### config.mk
export PLATFORM = sky130hd
export DESIGN_NAME = hsync_receiver
export DESIGN_NICKNAME = d
export VERILOG_FILES = /design/src/rtl/hsync_pkg.sv /design/src/rtl/sync_2ff.sv /design/src/rtl/hsync_receiver.sv
export SDC_FILE = /design/constraint.sdc
export NUM_CORES = 1
export LEC_CHECK = 0
export BUFFER_PORTS_ARGS = -buffer_cell sky130_fd_sc_hd__buf_2
export CORE_ASPECT_RATIO = 0.8
export CORE_MARGIN = 1.5
export CORE_UTILIZATION = 63
export CTS_CLUSTER_SIZE = 8
export DETAILED_ROUTE_END_ITERATION = 6
export PLACE_DENSITY = 0.85
export SKIP_CTS_REPAIR_TIMING = 1
export SYNTH_ARGS = -nofsm -noshare
export SYNTH_HDL_FRONTEND = slang
export SYNTH_HIERARCHICAL = 1
export SYNTH_SLANG_ARGS = --single-unit
export TNS_END_PERCENT = 10
### constraint.sdc
create_clock -name clk -period 4.91 [get_ports clk]
set_input_delay 0.7365 -clock clk [delete_from_list [all_inputs] [get_ports clk]]
set_output_delay 0.7365 -clock clk [all_outputs]
set_load 0.02 [all_outputs]
### src/rtl/hsync_pkg.sv
// hsync_pkg: shared horizontal timing constants, widths and receiver states
package hsync_pkg;

    localparam int POS_W  = 11;
    localparam int ADDR_W = 7;

    localparam int DEF_LINE_CYCLES = 1600;
    localparam int DEF_SYNC_CYCLES = 192;
    localparam int DEF_ADDR_START  = 288;
    localparam int DEF_DIV         = 6;

    typedef enum logic [1:0] {HUNT, TRACK, LOCKED} hsync_state_t;

    function automatic logic in_tol(int a, int b, int t);
        return (a > b ? a - b : b - a) <= t;
    endfunction

endpackage

### src/rtl/sync_2ff.sv
// sync_2ff: two-stage synchronizer with a selectable reset value
module sync_2ff #(
    parameter logic RST_VAL = 1'b1
) (
    input  logic clk,
    input  logic reset,
    input  logic d,
    output logic q
);

    logic meta;

    // shift the asynchronous input through two flops
    always_ff @(posedge clk or negedge reset) begin
        if (!reset) {q, meta} <= {RST_VAL, RST_VAL};
        else        {q, meta} <= {meta, d};
    end

endmodule

### src/rtl/hsync_receiver.sv
// hsync_receiver: measures an incoming hsync, locks to it and regenerates haddr/pixel_en
module hsync_receiver
    import hsync_pkg::*;
#(
    parameter int LINE_CYCLES   = DEF_LINE_CYCLES,
    parameter int SYNC_CYCLES   = DEF_SYNC_CYCLES,
    parameter int TOL           = 2,
    parameter int LOCK_LINES    = 4,
    parameter int ADDR_START    = DEF_ADDR_START,
    parameter int DIV           = DEF_DIV,
    parameter int ACTIVE_PIXELS = 128
) (
    input  logic              clk,
    input  logic              reset,
    input  logic              hsync_in,
    output logic              locked,
    output logic              line_start,
    output logic [ADDR_W-1:0] haddr,
    output logic              pixel_en,
    output logic [POS_W-1:0]  sync_width,
    output logic [POS_W-1:0]  line_len,
    output logic              err
);

    localparam int DW      = $clog2(DIV);
    localparam int WIN_END = ADDR_START + DIV * ACTIVE_PIXELS;
    localparam logic [POS_W-1:0] POS_MAX = '1;

    logic             hs_sync, hs_prev, fall, rise, good, timeout, err_nxt;
    logic [POS_W-1:0] pos, pos_nxt;
    logic [2:0]       good_cnt, good_nxt;
    logic [DW-1:0]    div_cnt;
    hsync_state_t     state, state_nxt;

    sync_2ff #(.RST_VAL(1'b1)) u_sync (
        .clk   (clk),
        .reset (reset),
        .d     (hsync_in),
        .q     (hs_sync)
    );

    // registered edge detection on the synchronized sync
    always_ff @(posedge clk or negedge reset) begin
        if (!reset) begin
            hs_prev <= 1'b1;
            fall    <= 1'b0;
            rise    <= 1'b0;
        end else begin
            hs_prev <= hs_sync;
            fall    <= hs_prev & ~hs_sync;
            rise    <= ~hs_prev & hs_sync;
        end
    end

    // line position, line quality and lock state transitions
    always_comb begin
        pos_nxt   = fall ? '0 : (pos == POS_MAX && !rise) ? pos : pos + 1'b1;
        good      = in_tol(int'(pos) + 1, LINE_CYCLES, TOL) && in_tol(int'(sync_width), SYNC_CYCLES, TOL);
        timeout   = pos == POS_MAX && !fall && !rise;
        state_nxt = state;
        good_nxt  = good_cnt;
        err_nxt   = 1'b0;
        if (timeout) begin
            state_nxt = HUNT;
        end else if (fall) begin
            if (state == HUNT) begin
                state_nxt = TRACK;
                good_nxt  = '0;
            end else if (!good) begin
                state_nxt = TRACK;
                good_nxt  = '0;
                err_nxt   = 1'b1;
            end else if (state == TRACK) begin
                good_nxt  = good_cnt + 3'd1;
                state_nxt = (good_cnt + 3'd1 == 3'(LOCK_LINES)) ? LOCKED : TRACK;
            end
        end
    end

    // measurement capture and state register; the width includes the falling-edge cycle
    always_ff @(posedge clk or negedge reset) begin
        if (!reset) begin
            pos        <= '0;
            state      <= HUNT;
            good_cnt   <= '0;
            locked     <= 1'b0;
            line_start <= 1'b0;
            err        <= 1'b0;
            sync_width <= '0;
            line_len   <= '0;
        end else begin
            pos        <= pos_nxt;
            state      <= state_nxt;
            good_cnt   <= good_nxt;
            locked     <= state_nxt == LOCKED;
            line_start <= fall;
            err        <= err_nxt;
            if (rise) sync_width <= pos + 1'b1;
            if (fall && state != HUNT) line_len <= pos + 1'b1;
        end
    end

    // pixel window aligned to the next position value so haddr tracks pos directly
    always_ff @(posedge clk or negedge reset) begin
        if (!reset) begin
            pixel_en <= 1'b0;
            haddr    <= '0;
            div_cnt  <= '0;
        end else if (fall || state != LOCKED || pos_nxt == POS_W'(WIN_END)) begin
            pixel_en <= 1'b0;
            haddr    <= '0;
            div_cnt  <= '0;
        end else if (pos_nxt == POS_W'(ADDR_START)) begin
            pixel_en <= 1'b1;
            haddr    <= '0;
            div_cnt  <= '0;
        end else if (pixel_en) begin
            div_cnt <= (div_cnt == DW'(DIV - 1)) ? '0 : div_cnt + 1'b1;
            if (div_cnt == DW'(DIV - 1)) haddr <= haddr + 1'b1;
        end
    end

endmodule

=== Word-level counts from Yosys, hierarchy flattened ===
Index checks and enable logic that the tools add are counted.

* Register bits after elaboration: 57
* Output and inout bits: 33
* Logic and storage cells: 86
* Input bits: 3

* Magnitude comparators: 4
* Bitwise logic cells: 5
* Equality and inequality tests: 9
* Multiplexer cells: 27
* Add/sub/neg operators: 9
* Reduce and logical (&&, ||, !) cells: 16

{| class="wikitable"
|+ Operators with widths
! cell !! number
|-
| 32-bit by 3-bit <= comparator with 1-bit output, second input constant || 2
|-
| 32-bit two-way mux || 2
|-
| 7-bit two-way mux || 4
|-
| 11-bit equality test, second input constant || 2
|-
| 11-bit two-way mux || 2
|-
| 3-bit two-way mux || 7
|-
| 11-bit by 12-bit subtractor with 13-bit output, first input constant || 1
|-
| 12-bit by 11-bit subtractor with 13-bit output, second input constant || 1
|-
| 11-bit by 1-bit adder with 12-bit output, second input constant || 1
|-
| 12-bit by 11-bit greater-than comparator with 1-bit output, second input constant || 1
|-
| 2-bit two-way mux || 6
|-
| 11-bit by 8-bit subtractor with 12-bit output, second input constant || 1
|-
| 8-bit by 11-bit subtractor with 12-bit output, first input constant || 1
|-
| 11-bit by 1-bit adder with 11-bit output, second input constant || 1
|-
| 11-bit by 9-bit equality test with 1-bit output, second input constant || 1
|-
| 11-bit by 8-bit greater-than comparator with 1-bit output, second input constant || 1
|-
| 7-bit by 1-bit adder with 7-bit output, second input constant || 1
|-
| 3-bit by 1-bit adder with 3-bit output, second input constant || 2
|-
| 3-bit equality test, second input constant || 2
|-
| 1-bit two-way mux || 6
|-
| 3-bit nonzero test || 2
|-
| 1-bit logical AND || 5
|-
| 2-bit nonzero test || 2
|-
| 3-bit by 1-bit != test with 1-bit output, second input constant || 1
|-
| 10 further kinds || 15
|}

=== Logic depth before layout (Yosys ltp) ===
* Word-level depth: 10
* Gate-level depth with buffers: 16

=== By module ===
The synthesis kept the hierarchy.

{| class="wikitable"
|+ Modules (own cells, without submodules)
! module !! area an instance (µm²) !! times used !! cells each !! sequential area each (µm²)
|-
| hsync_receiver || 3,278.1 || 1 || 356 || 1,377.6
|-
| sync_2ff || 52.6 || 1 || 2 || 52.6
|}

=== Worst setup path after synthesis ===
Ideal clock, no wire load.

* Kind: register to register
* Start: register pos[0]
* End: register state[1]
* Required time: 4,790 ps
* Stages on the path, launching flop included: 16
* Slack: 2,146 ps
* Arrival: 2,644 ps
* Cells stage by stage: dfrtp_1 > ha_1 > buf_2 > nand2_2 > buf_6 > nor2_1 > xor2_1 > inv_2 > ha_1 > inv_1 > o41a_1 > o21bai_2 > a22oi_1 > mux2_2 > a32o_2 > a31o_1

* Cells in the longest elaborated chain, start to end: 9

{| class="wikitable"
|+ RTL lines
! what !! line !! RTL
|-
| from (decl) || hsync_receiver.sv:30 || <nowiki>logic [POS_W-1:0] pos, pos_nxt;</nowiki>
|-
| from (signal assigned) || hsync_receiver.sv:92 || <nowiki>pos <= pos_nxt;</nowiki>
|-
| 11-bit by 1-bit adder with 12-bit output || hsync_receiver.sv:58 || <nowiki>good = in_tol(int'(pos) + 1, LINE_CYCLES, TOL) && in_tol(int'(sync_width), SYNC_CYCLES, TOL);</nowiki>
|-
| 11-bit by 12-bit subtractor with 13-bit output (tied with other cells) || hsync_pkg.sv:15 || <nowiki>return (a > b ? a - b : b - a) <= t;</nowiki>
|-
| 32-bit two-way mux || hsync_pkg.sv:15 ||
|-
| 32-bit by 3-bit <= comparator with 1-bit output || hsync_pkg.sv:15 ||
|-
| 1-bit logical AND || hsync_receiver.sv:58 ||
|-
| 2-bit two-way mux || hsync_receiver.sv:69 || <nowiki>end else if (!good) begin</nowiki>
|-
| 2-bit two-way mux || hsync_receiver.sv:66 || <nowiki>if (state == HUNT) begin</nowiki>
|-
| 2-bit two-way mux || hsync_receiver.sv:65 || <nowiki>end else if (fall) begin</nowiki>
|-
| 2-bit two-way mux (*) || hsync_receiver.sv:63 || <nowiki>if (timeout) begin</nowiki>
|-
| named net state_nxt[1] || hsync_receiver.sv:33 || <nowiki>hsync_state_t state, state_nxt;</nowiki>
|-
| to (signal assigned) || hsync_receiver.sv:93 || <nowiki>state <= state_nxt;</nowiki>
|-
| to (decl) || hsync_receiver.sv:33 ||
|}

Mark *: on every way through the listed nets, which the timed path passes. The rest lies on a longest branch.
A chain may end at the register's enable or synchronous reset.

=== Worst setup path in the final report ===
* Start: register pos[0]
* End: register good_cnt[1]

* Cells in the longest elaborated chain, start to end: 7

{| class="wikitable"
|+ RTL lines
! what !! line !! RTL
|-
| 11-bit by 1-bit adder with 12-bit output || hsync_receiver.sv:58 ||
|-
| 11-bit by 12-bit subtractor with 13-bit output (tied with other cells) || hsync_pkg.sv:15 ||
|-
| 32-bit two-way mux || hsync_pkg.sv:15 ||
|-
| 32-bit by 3-bit <= comparator with 1-bit output || hsync_pkg.sv:15 ||
|-
| 1-bit logical AND || hsync_receiver.sv:58 ||
|-
| 3-bit by 1-bit != test with 1-bit output (no line) / 3-bit two-way mux (equally long branches) || n/a ||
|-
| 3-bit AND reduction (no line) / 3-bit two-way mux (equally long branches) || n/a ||
|-
| to (signal assigned) || hsync_receiver.sv:94 || <nowiki>good_cnt <= good_nxt;</nowiki>
|-
| to (decl) || hsync_receiver.sv:31 || <nowiki>logic [2:0] good_cnt, good_nxt;</nowiki>
|}

Several ways; a longest one is shown, not always the timed one.

==> reports/results.ini <==
[clock_network]
insertion_delay_ns=0.34
cts_sinks=57
cts-root-buf=clkbuf_8
clk_pin_slew_worst_paths_ns=0.06
h-tree-depth=3
clock_path_buffers=2
cts-buffers-inserted=9
cts_tree=yes

[drt]
final_antenna_net_count=0
wl_per_cell_um=16.2
firstDrtPassIters=5
drtIter0Drc=206
vias=2802
wl_um=7360
drc_errors=0
avgViaCountPerCell=6.19

[timing]
hold_viol=0
worst_pin_slew_ns=0.845
skew_ns=0.00706
slew_viol_final=0
finalSetupTns_ns=0
rsz0062_at_grt=false
fmax_ghz=0.287
setup_viol=0
min_period_ns=3.48
fin_crit_sh=0.710
slew_headroom=0.433

[worst_setup_path]
cp_max_fo=16
cp.required_ns=5.19
cp-start-kind=register
worstSetupStartpoint=pos[0]
timing.rr.start=pos[0]
setup.worst_path.class=register to register
r2r_slack_ns=1.43
cp.arrival_ns=3.76
worstSetupEndpointType=register
r2r_cells=13
timing.rr.end=good_cnt[1]

[run_status]
outcome=completed

[global_route]
antenna_found_initial=0
grt_pass1_vias=2538
overflow=0
grt_max_degree=58
grt_usage=0.276
grt_pass1_wl_um=12100

[cells_and_area]
fillers=366
layoutNonFillerInstCount=453
seq_area_mm2=0.00143
fin_nets=399
area_growth_pct=11.9
multi_input_area_mm2=0.00174
drive_above_1_share=0.187
diodes=0
final_util=0.740

[hold_path]
hp-start=u_sync/meta
whs_endpoint=u_sync/q
whs_path_depth=0
hp-class=register to register

[power_and_ir_drop]
p_leak_nw=1.71
power.density_mw_per_mm2=390
worst_ir_drop_vdd_mv=0.340

[floorplanning]
core_area_mm2=0.00504
die_w_um=84.3
pin_count=36
rows=23
fp.dieArea_mm2=0.00573
die_h_um=68.0
start_util=0.661

[placement]
port_buffers=35
routabilityCongestion=0.927
hpwl_um=5060
placed_cells=437

[synth]
syn_inst=358
ys.flop_type=dfrtp_1
synth_cell_types=67
seq_area_frac_synth=0.429
netlist_area_mm2=0.00333
synth-async-reset-ratio=1.00
synth_seq_cells=57
synth_nets=371
avgSynthCellArea_um2=9.30
synth_edf_count=0
synth_warnings=6

[job]
drv_cap=0

==> sequential cells by signal (all words and copies together), names as in the netlist, 2 cells and up <==
| register | flops |
|---|---|
| haddr | 7 |
| state | 2 |
| line_len | 11 |
| sync_width | 11 |
| good_cnt | 3 |
| div_cnt | 3 |
| pos | 11 |
==> cell usage after synthesis, types with 3 or more instances <==
| cell | n | area, um2 |
|---|---|---|
| nand3_1 | 13 | 65.1 |
| o22ai_1 | 4 | 25.0 |
| o21a_1 | 4 | 30.0 |
| and3_2 | 3 | 22.5 |
| and3_1 | 5 | 31.3 |
| clkbuf_1 | 7 | 26.3 |
| nor3_1 | 11 | 55.1 |
| nand2b_1 | 3 | 18.8 |
| o31ai_1 | 3 | 22.5 |
| mux2i_1 | 5 | 50.1 |
| dfrtp_1 | 54 | 1350 |
| or4_1 | 3 | 22.5 |
| xnor2_1 | 15 | 131 |
| nor2_1 | 41 | 154 |
| a211oi_1 | 4 | 30.0 |
| xor2_1 | 12 | 105 |
| buf_4 | 5 | 37.5 |
| o21ai_0 | 19 | 95.1 |
| a22o_1 | 3 | 26.3 |
| inv_1 | 12 | 45.0 |
| ha_1 | 10 | 125 |
| nand2_1 | 30 | 113 |
| dfstp_2 | 3 | 78.8 |
| buf_2 | 5 | 25.0 |
| a21oi_1 | 24 | 120 |
==> layer usage <==
layer / vias to the layer above / routed length, um / global-route usage
li1: 1336 / - / -
met1: 1331 / 3310 / 0.385
met2: 129 / 3380 / 0.424
met3: 6 / 617 / 0.0808
met4: 0 / 53 / 0.0799
met5: - / 0 / 0
==> cells in the final DEF, fill, tap and decap left out, drive strengths merged, types with 3 or more instances in the layout <==
| master | netlist | final |
|---|---|---|
| clkbuf | 8 | 11 |
| dfrtp | 54 | 54 |
| buf | 12 | 37 |
| a21oi | 24 | 24 |
| o21a | 4 | 4 |
| nor3b | 3 | 3 |
| nand2b | 3 | 3 |
| nand2 | 31 | 31 |
| and3b | 3 | 3 |
| dfstp | 3 | 3 |
| xnor2 | 15 | 15 |
| o31ai | 3 | 3 |
| a22o | 3 | 3 |
| inv | 13 | 13 |
| o22ai | 4 | 4 |
| nand3 | 14 | 14 |
| a211oi | 4 | 4 |
| o21ai | 20 | 20 |
| bufinv | 0 | 3 |
| and3 | 8 | 8 |
| ha | 10 | 10 |
| a32o | 3 | 3 |
| mux2i | 6 | 6 |
| xor2 | 13 | 13 |
| nor3 | 13 | 13 |
| nor2 | 41 | 41 |
| or4 | 3 | 3 |
==> cell families after synthesis <==
group,share of synthesized area
mux,0.0225
simple gates,0.200
xor+xnor,0.0759
compound gates,0.185
flops,0.429
fa+ha+maj,0.0376
buf+inv,0.0496
==> critical path: stages (launching register included) <==
cell,delay [ns]
dfrtp_1,0.65
ha_1,0.41
nand2_2,0.24
nor2_1,0.29
xor2_1,0.32
inv_2,0.13
ha_1,0.22
inv_1,0.07
o41a_1,0.20
xnor2_1,0.13
o211ai_1,0.11
o2bb2ai_1,0.20
a32o_2,0.27
a22o_1,0.16
==> per-stage QoR <==
step	instance area [um2]	total power, mW	setup slack (ns)	hold WS [ns]
5_1_grt	3730	1.53	1.22	0.355
3_5_place_dp	3480	0.916	1.60	0.349
3_3_place_gp	3480	0.910	1.73	0.346
2_1_floorplan	3330	0.839	2.15	0.345
4_1_cts	3730	1.46	1.50	0.356
6_report	3730	1.45	1.43	0.353
==> cell type report <==
| class | count | share of cell area |
|---|---|---|
| Multi-Input combinational cell | 268 | 0.466 |
| Sequential cell | 57 | 0.384 |
| Timing Repair Buffer | 37 | 0.0510 |
| Clock buffer | 11 | 0.0379 |
| Clock inverter | 5 | 0.0275 |
| Tap cell | 62 | 0.0208 |
| Inverter | 13 | 0.0131 |
==> report_power, final <==
part	internal, mW	switching (mW)
Combinational	0.121	0.197
Sequential	0.517	0.0841
Clock	0.350	0.185
==> worst max-delay path by stage <==
stage / endpoint / slack [ns] / cells past startpoint
floorplan: state[1] / 2.15 / 15
global placement: state[1] / 1.73 / 13
detailed placement: state[1] / 1.60 / 13
CTS: state[1] / 1.50 / 13
global route: state[1] / 1.22 / 13
finish: good_cnt[1] / 1.43 / 13
(Power assumes the default switching activity.)
